`config.mk`:
```
export PLATFORM = sky130hd
export DESIGN_NAME = apb_cmd_master
export DESIGN_NICKNAME = d
export VERILOG_FILES = /design/src/rtl/apb_cmd_master.sv
export SDC_FILE = /design/constraint.sdc
export NUM_CORES = 1
export LEC_CHECK = 0
export CELL_PAD_IN_SITES_DETAIL_PLACEMENT = 1
export CELL_PAD_IN_SITES_GLOBAL_PLACEMENT = 1
export CORE_ASPECT_RATIO = 1.4
export CORE_UTILIZATION = 31
export DETAILED_ROUTE_END_ITERATION = 8
export GPL_TIMING_DRIVEN = 1
export PLACE_DENSITY = 0.81
export SETUP_SLACK_MARGIN = 0.05
export SLEW_MARGIN = 20
export SYNTH_ARGS = -nofsm -noshare
export SYNTH_HDL_FRONTEND = slang
export SYNTH_SLANG_ARGS = --single-unit
```
`constraint.sdc`:
```
create_clock -name pclk -period 1.9 [get_ports pclk]
set_input_delay 0.38 -clock pclk [delete_from_list [all_inputs] [get_ports pclk]]
set_output_delay 0.38 -clock pclk [all_outputs]
set_load 0.02 [all_outputs]
```
`src/rtl/apb_cmd_master.sv`:
```
// APB requester: turns valid/ready commands into single APB transfers
// (SETUP then ACCESS with optional wait states) and returns one response
// pulse per transfer carrying read data, slave error and timeout status.
//
// state  | meaning
// IDLE   | no transfer in flight, cmd_ready high
// SETUP  | psel high, penable low, address/data launched
// ACCESS | psel and penable high, waiting for pready or timeout
module apb_cmd_master #(
  parameter int ADDR_W      = 8,
  parameter int DATA_W      = 8,
  parameter int TIMEOUT_CYC = 16,
  parameter int CNT_W       = 8
) (
  input  logic              pclk,
  input  logic              presetn,
  input  logic              cmd_valid,
  output logic              cmd_ready,
  input  logic              cmd_write,
  input  logic [ADDR_W-1:0] cmd_addr,
  input  logic [DATA_W-1:0] cmd_wdata,
  output logic              rsp_valid,
  output logic [DATA_W-1:0] rsp_rdata,
  output logic              rsp_err,
  output logic              rsp_timeout,
  output logic              busy,
  output logic              psel,
  output logic              penable,
  output logic              pwrite,
  output logic [ADDR_W-1:0] paddr,
  output logic [DATA_W-1:0] pwdata,
  input  logic [DATA_W-1:0] prdata,
  input  logic              pready,
  input  logic              pslverr
);

  localparam logic [1:0] ST_IDLE   = 2'd0;
  localparam logic [1:0] ST_SETUP  = 2'd1;
  localparam logic [1:0] ST_ACCESS = 2'd2;

  // Count value seen on the last allowed wait cycle; only meaningful when
  // the timeout is enabled.
  localparam logic [CNT_W-1:0] TO_LAST = CNT_W'(TIMEOUT_CYC - 1);

  logic [1:0]       state;
  logic [CNT_W-1:0] wait_cnt;
  logic             timeout_hit;

  // Handshake and status flags decoded straight from the state register.
  assign cmd_ready   = (state == ST_IDLE);
  assign busy        = (state != ST_IDLE);
  assign timeout_hit = (TIMEOUT_CYC != 0) && (wait_cnt == TO_LAST);

  // Transfer sequencing, APB outputs and response registers.
  always_ff @(posedge pclk) begin
    if (!presetn) begin
      state       <= ST_IDLE;
      wait_cnt    <= '0;
      psel        <= 1'b0;
      penable     <= 1'b0;
      pwrite      <= 1'b0;
      paddr       <= '0;
      pwdata      <= '0;
      rsp_valid   <= 1'b0;
      rsp_rdata   <= '0;
      rsp_err     <= 1'b0;
      rsp_timeout <= 1'b0;
    end else begin
      rsp_valid <= 1'b0;
      case (state)
        ST_IDLE: begin
          if (cmd_valid) begin
            state   <= ST_SETUP;
            psel    <= 1'b1;
            penable <= 1'b0;
            pwrite  <= cmd_write;
            paddr   <= cmd_addr;
            pwdata  <= cmd_write ? cmd_wdata : '0;
          end
        end
        ST_SETUP: begin
          state    <= ST_ACCESS;
          penable  <= 1'b1;
          wait_cnt <= '0;
        end
        ST_ACCESS: begin
          if (pready) begin
            state       <= ST_IDLE;
            psel        <= 1'b0;
            penable     <= 1'b0;
            rsp_valid   <= 1'b1;
            rsp_err     <= pslverr;
            rsp_timeout <= 1'b0;
            rsp_rdata   <= pwrite ? '0 : prdata;
          end else begin
            wait_cnt <= wait_cnt + 1'b1;
            if (timeout_hit) begin
              state       <= ST_IDLE;
              psel        <= 1'b0;
              penable     <= 1'b0;
              rsp_valid   <= 1'b1;
              rsp_err     <= 1'b1;
              rsp_timeout <= 1'b1;
              rsp_rdata   <= '0;
            end
          end
        end
        default: begin
          state   <= ST_IDLE;
          psel    <= 1'b0;
          penable <= 1'b0;
        end
      endcase
    end
  end

endmodule

```
==> results.cfg <==
[placement]
place_area_um2 = 2337
place_ws_ns = -0.005395
gp_congestion = 0.7147
place_hpwl_um = 3235
place_inst = 308
port_buffers = 61

[critical_path]
cp.required_ns = 1.52
cp_num_cells = 3
cp_top_family = buffers and inverters
path_class = reg -> out
cpMaxStageDelayCell = dfxtp_1
cp.arrival_ns = 1.34
reg2reg_depth = 4
setup.worst_path.end_class = output pin
cp.buffers_inverters = 2
cp_max_fo = 6
worst_path_largest_cell_delay_ns = 0.36
startpoint_type = flip-flop
path_cells = or2_2, inv_1, dlygate4sd2_1

[logic_synthesis]
synth-simple-area-share_pct = 24.22
synth.mux.area_fraction_pct = 1.254
ys_ff_latch = 39
avgSynthCellArea_um2 = 8.677
synth.area.top_cells = dfxtp_1 49%, a21oi_1 9.7%, nand2_1 8.9%
netlist_instances = 184
yosys.area_share.adder_pct = 0.7837
ys_seq_area_share_pct = 48.90
synth_warnings = 0
synth_xor_area_share_pct = 0
synth_top_family_by_area = simple AND/OR/NAND/NOR gates
ys_types = 35
synth_compound_gate_area_share_pct = 20.69
syn_nets = 215
synthesis.area_um2 = 1597
synth_top_area_share_pct = 48.90
synth_top_cell_by_area = dfxtp_1

[finish]
diodes = 0
finalInstanceArea_um2 = 2467
fillCellCount = 568
final_cells = 316
drive_gt1_share_pct = 11.11
area_growth_pct = 54.55
nNetsFinal = 282

[pwr]
power.leakage_nw = 0.8974
p_per_area_nw_per_um2 = 797.5
vdd_drop_max_v = 0.0004758

[clock_tree]
cts_buffers = 5
clk_latency_ns = 0.28
cts.path.max_buffers = 2
clock_sinks = 39
htreeDepth = 2
ctsHoldBuffers = 0
cts_root_buf = clkbuf_8
cts_tree = built
clkTransAtPathRegs_ns = 0.08

[sta]
finalMaxSlewViolations = 0
setup-violations-final = 0
tns_ns = 0
finalWorstSetupSlack_ns = 0.1767
timing.fmax_mhz = 580.3
rsz0062_at_grt = no
finalClockSkew_ns = 0.006272
fin_crit_ns = 1.723
final_hold_viol_count = 0
fin_crit_sh_pct = 90.70
tightestPinTransition_ns = 0.5087
maxSlewHeadroom_pct = 66.02
hold_ws_ns = 0.4538

[min_path]
hold_class = reg -> reg
hold_depth = 2

[floorplan]
die_w_um = 62.65
initial_core_util_pct = 32.47
ios = 62
design.die.area_um2 = 5445
core_um2 = 4917
rows = 30
die_h_um = 86.91

[grt]
grt_max_degree = 34
antenna_found_initial = 0
grt_first_pass_wirelength_um = 7534
grt_overflow = 0
grt_usage_pct = 17.60
grt_pass1_vias = 1621

[route]
vias = 1593
drtAntennaViolNets = 0
finalWirelength_um = 4506
drt_first_pass_iters = 4
vias_per_cell = 5.041
drc = 0
drtIter0Drc = 62
wl_per_cell_um = 14.26

[run_status]
status = finished clean

[run]
cap_violations = 0
==> synth_stat cells <==
| cell type | count |
|---|---|
| a21oi_1 | 31 |
| a311oi_1 | 11 |
| a31oi_2 | 1 |
| a41oi_1 | 1 |
| and3_1 | 3 |
| buf_1 | 1 |
| buf_2 | 4 |
| buf_4 | 1 |
| clkbuf_1 | 6 |
| clkbuf_2 | 1 |
| dfxtp_1 | 39 |
| ha_1 | 1 |
| inv_1 | 2 |
| mux2i_1 | 2 |
| nand2_1 | 38 |
| nand2b_1 | 6 |
| nand3_1 | 15 |
| nand3b_1 | 1 |
| nand4_1 | 2 |
| nor2_1 | 1 |
| nor2b_1 | 1 |
| nor3b_1 | 2 |
| nor3b_2 | 1 |
| nor4bb_1 | 1 |
| o211a_1 | 1 |
| o211ai_1 | 1 |
| o21a_1 | 1 |
| o21ai_0 | 2 |
| o21bai_2 | 1 |
| o221a_2 | 1 |
| or2_2 | 1 |
| or3b_2 | 1 |
| or3b_4 | 1 |
| or4_1 | 1 |
| or4_4 | 1 |
==> cell families after synthesis <==
kind of cell             count (synthesis)
AO/OA/AOI/OAI                           51
adder cells (fa/ha/maj)                  1
buffers and inverters                   15
flip-flops                              39
multiplexers                             2
AND/OR/NAND/NOR                         76
==> state kept, by name, summed over array words and instances (netlist names) <==
signal / count
pwrite: 1
paddr: 8
rsp_rdata: 8
psel: 1
state: 2
rsp_valid: 1
rsp_timeout: 1
pwdata: 8
rsp_err: 1
wait_cnt: 8
==> power by group <==
group          internal, mW  switching, mW  total [mW]
clock network         0.525          0.285       0.810
registers             0.846         0.0180       0.864
logic                 0.150          0.144       0.294
==> final cells by class <==
cell class | instances | area [um2] | share of cell area, %
clock buffers | 6 | 72.57 | 2.941
clock inverters | 2 | 60.06 | 2.434
inverters | 2 | 7.507 | 0.3043
multi-input cells | 130 | 755.7 | 30.63
flip-flops and latches | 39 | 780.7 | 31.64
well taps | 64 | 80.08 | 3.245
repair buffers | 73 | 710.7 | 28.80
==> metal layers <==
metal / up-vias / track usage, % / share of wire, %
li1: 791 / - / -
met3: 2 / 3.534 / 3.2
met2: 43 / 33.10 / 56
met1: 757 / 19.72 / 40
met4: 0 / 5.497 / 0.78
met5: - / 0 / 0
==> worst register-to-register path, stage by stage (launching register included) <==
cell and delay, ns:
dfxtp_1 0.32, buf_4 0.16, or3b_4 0.40, or4_4 0.48, a31oi_2 0.16
==> placed cells by master (no fill, tap or decap), types with 2 or more instances in the layout <==
cell,instances
dfxtp_1,39
nor3b_1,2
clkdlybuf4s50_1,59
nand2_1,38
nand2b_1,6
buf_4,11
dlygate4sd2_1,2
inv_1,2
a21oi_1,31
o21ai_0,2
a311oi_1,11
mux2i_1,2
and3_1,3
bufinv_16,2
clkbuf_8,5
nand4_1,2
nand3_1,15
==> through the flow <==
step / utilization (%) / total power [mW]
after floorplan: - / 1.014
after global placement: 47.53 / 1.178
after detailed placement: 47.53 / 1.184
after CTS: 50.18 / 1.992
after global routing: 50.18 / 2.062
final: 50.18 / 1.968
==> repair_timing <==
| action | CTS | global route |
|---|---|---|
| buffers inserted | 0 | 0 |
| resized for setup | 2 | 0 |
| setup endpoints to repair | 2 | 0 |
==> path summary, 6_finish.rpt <==
| path | startpoint | end | slack [ns] |
|---|---|---|---|
| worst min-delay path | pwdata[0] | pwdata[0] | 0.45 |
| worst max-delay path | state[1] | cmd_ready | 0.18 |
| worst max register to register | state[0] | wait_cnt[6] | 0.30 |
| worst min register to register | pwdata[0] | pwdata[0] | 0.45 |
Power figures use the tool's default switching activity.
==> patch (config.mk and constraints unchanged) <==
The parameter `DATA_W` goes from 8 to 10.
--- a/src/rtl/apb_cmd_master.sv
+++ b/src/rtl/apb_cmd_master.sv
@@ -10,3 +10,3 @@
   parameter int ADDR_W      = 8,
-  parameter int DATA_W      = 8,
+  parameter int DATA_W      = 10,
   parameter int TIMEOUT_CYC = 16,
Ports: changed (resized cmd_wdata, prdata, pwdata and rsp_rdata); port bits go from 62 to 70. No check against the original RTL was run, so the function may have changed too.
==> patch against the original RTL <==
Synthesized area up 8.4%. Critical path depth unchanged. Sequential power up 10%. Final area up 8.8%. Clock skew up 0.0015 ns. Non-clock buffer count up 8. Routed wire length up 13%. Power up 2.2%. Die area up 8.2%. Maximum frequency down 1.9%. Sequential cell count up 4. Setup slack worse by 0.033 ns. First-iteration DRC count down 52%. Critical endpoint is now rsp_rdata[5]. Largest cell class unchanged. Largest power group unchanged. Highest routed layer unchanged.
==> patch: results (changes against the original RTL) <==
| Metric | Value |
|---|---|
| Outcome | `finished, final reports clean` |
| Slowest cell on crit path | `or4_1` |
| Max rail drop VDD | `0.467 mV (-1.8%)` |
| Synth top cells by count | `dfxtp_1 (43), nand2_1 (42), a21oi_1 (35)` |
| Cell variety after synth | `33 (-5.7%)` |
| Later-pin clock latency in the skew report | `0.31 ns (+0.03 ns)` |
| Leak Pwr | `0.960 nW (+7.0%)` |
| Least-Margin Pin Slew | `0.518 ns (+0.00910 ns)` |
| R2R Setup Slk | `0.14 ns (-0.16 ns)` |
| Global-route wire length before repair | `8610 um (+14%)` |
| Mapped Nets | `237 (+10%)` |
| Critical path fanouts, max | `12 (+6)` |
| Leading post-synthesis cells by cell area | `dfxtp_1 (50%), a21oi_1 (10%), nand2_1 (9.1%)` |
| Placed cell area | `2570 um^2 (+10%)` |
| Via count | `1,789 (+12%)` |
| DR WL/cell | `14.8 um (+4.0%)` |
| CP max stage delay | `0.61 ns (+0.25 ns)` |
| R2r worst-path depth | `3 (-1)` |
| Layout Nets | `310 (+9.9%)` |
| Mapped Cells | `202 (+9.8%)` |
| Worst endpoint data arrival time | `1.92 ns (+0.58 ns)` |
| Number of port buffers | `69 (+13%)` |
| DRT iter0 DRCs | `30 (-52%)` |
| Fill cells | `650 (+14%)` |
| Seq/Total Area, Yosys | `49.7% (+0.84 points)` |
| Clock Skew | `0.00777 ns (+0.00150 ns)` |
| GP Congestion | `0.726 (+1.6%)` |
| Share of post-route cells with drive strength above 1 | `10.1% (-0.97 points)` |
[patch: cell types whose count changed after synthesis, moves of 2 or more]
cell,unedited run,this run
a21oi_1,31,35
a311oi_1,11,13
nand3_1,15,17
clkbuf_1,6,9
dfxtp_1,39,43
nand2_1,38,42
[patch: through the flow]
stage / hold slack, ns / TNS, ns / setup WS [ns] / total power, W
global placement: 0.437 / 0 / 0.0365 / 0.00130
global route: 0.482 / 0 / 0.0583 / 0.00209
detailed placement: 0.450 / -0.0305 / -0.0305 / 0.00131
CTS: 0.462 / 0 / 0.133 / 0.00203
floorplan: 0.452 / 0 / 0.230 / 0.00111
finish: 0.458 / 0 / 0.144 / 0.00201
[patch: power breakdown]
part	switching [W]	internal (W)	leakage, nW	total, W
combinational	0.000162	0.000169	0.552	0.000331
clock	0.000338	0.000392	0.0581	0.000730
sequential	0.0000178	0.000932	0.350	0.000950
[patch: worst max-delay path: cells and delay by family, from the launching register on]
family | cells | cell delay, ns
compound gates | 2 | 0.65
flops | 1 | 0.37
simple gates | 1 | 0.61
[patch: what timing repair did]
| action | CTS | global route |
|---|---|---|
| endpoints found under the hold margin | 0 | 0 |
| gates resized for setup | 2 | 0 |
| endpoints found under the setup margin | 2 | 0 |
[patch: worst paths after layout]
kind / start / to
min reg2reg: pwdata[4] / pwdata[4]
min: pwdata[4] / pwdata[4]
max reg2reg: wait_cnt[4] / rsp_rdata[5]
max: wait_cnt[4] / rsp_rdata[5]
[patch: area by class of cell]
type	instances	area [um^2]	share of cell area [%]
flip-flops and latches	43	861	32.1
multi-input cells	142	817	30.4
repair buffers	81	803	29.9
well taps	66	82.6	3.08
clock buffers	5	68.8	2.56
clock inverters	3	43.8	1.63
inverters	2	7.51	0.280
[patch: logic make-up (layout without fill, tap and decap cells)]
kind of cell / after synthesis / count (layout) / share of synthesized area (%)
simple gates: 82 / 82 / 23.3
compound gates: 57 / 57 / 20.9
flops: 43 / 43 / 49.7
buf+inv: 17 / 91 / 4.19
mux: 2 / 2 / 1.16
fa+ha+maj: 1 / 1 / 0.723
[patch: per-layer routing]
metal / vias up / global-route usage, % / part of all wire [%] / wire (um)
li1: 867 / - / - / -
met1: 861 / 20.1 / 39 / 2000
met2: 51 / 32.4 / 52 / 2660
met3: 10 / 6.57 / 6.0 / 306
met4: 0 / 7.61 / 2.2 / 112
met5: - / 0 / 0 / 0
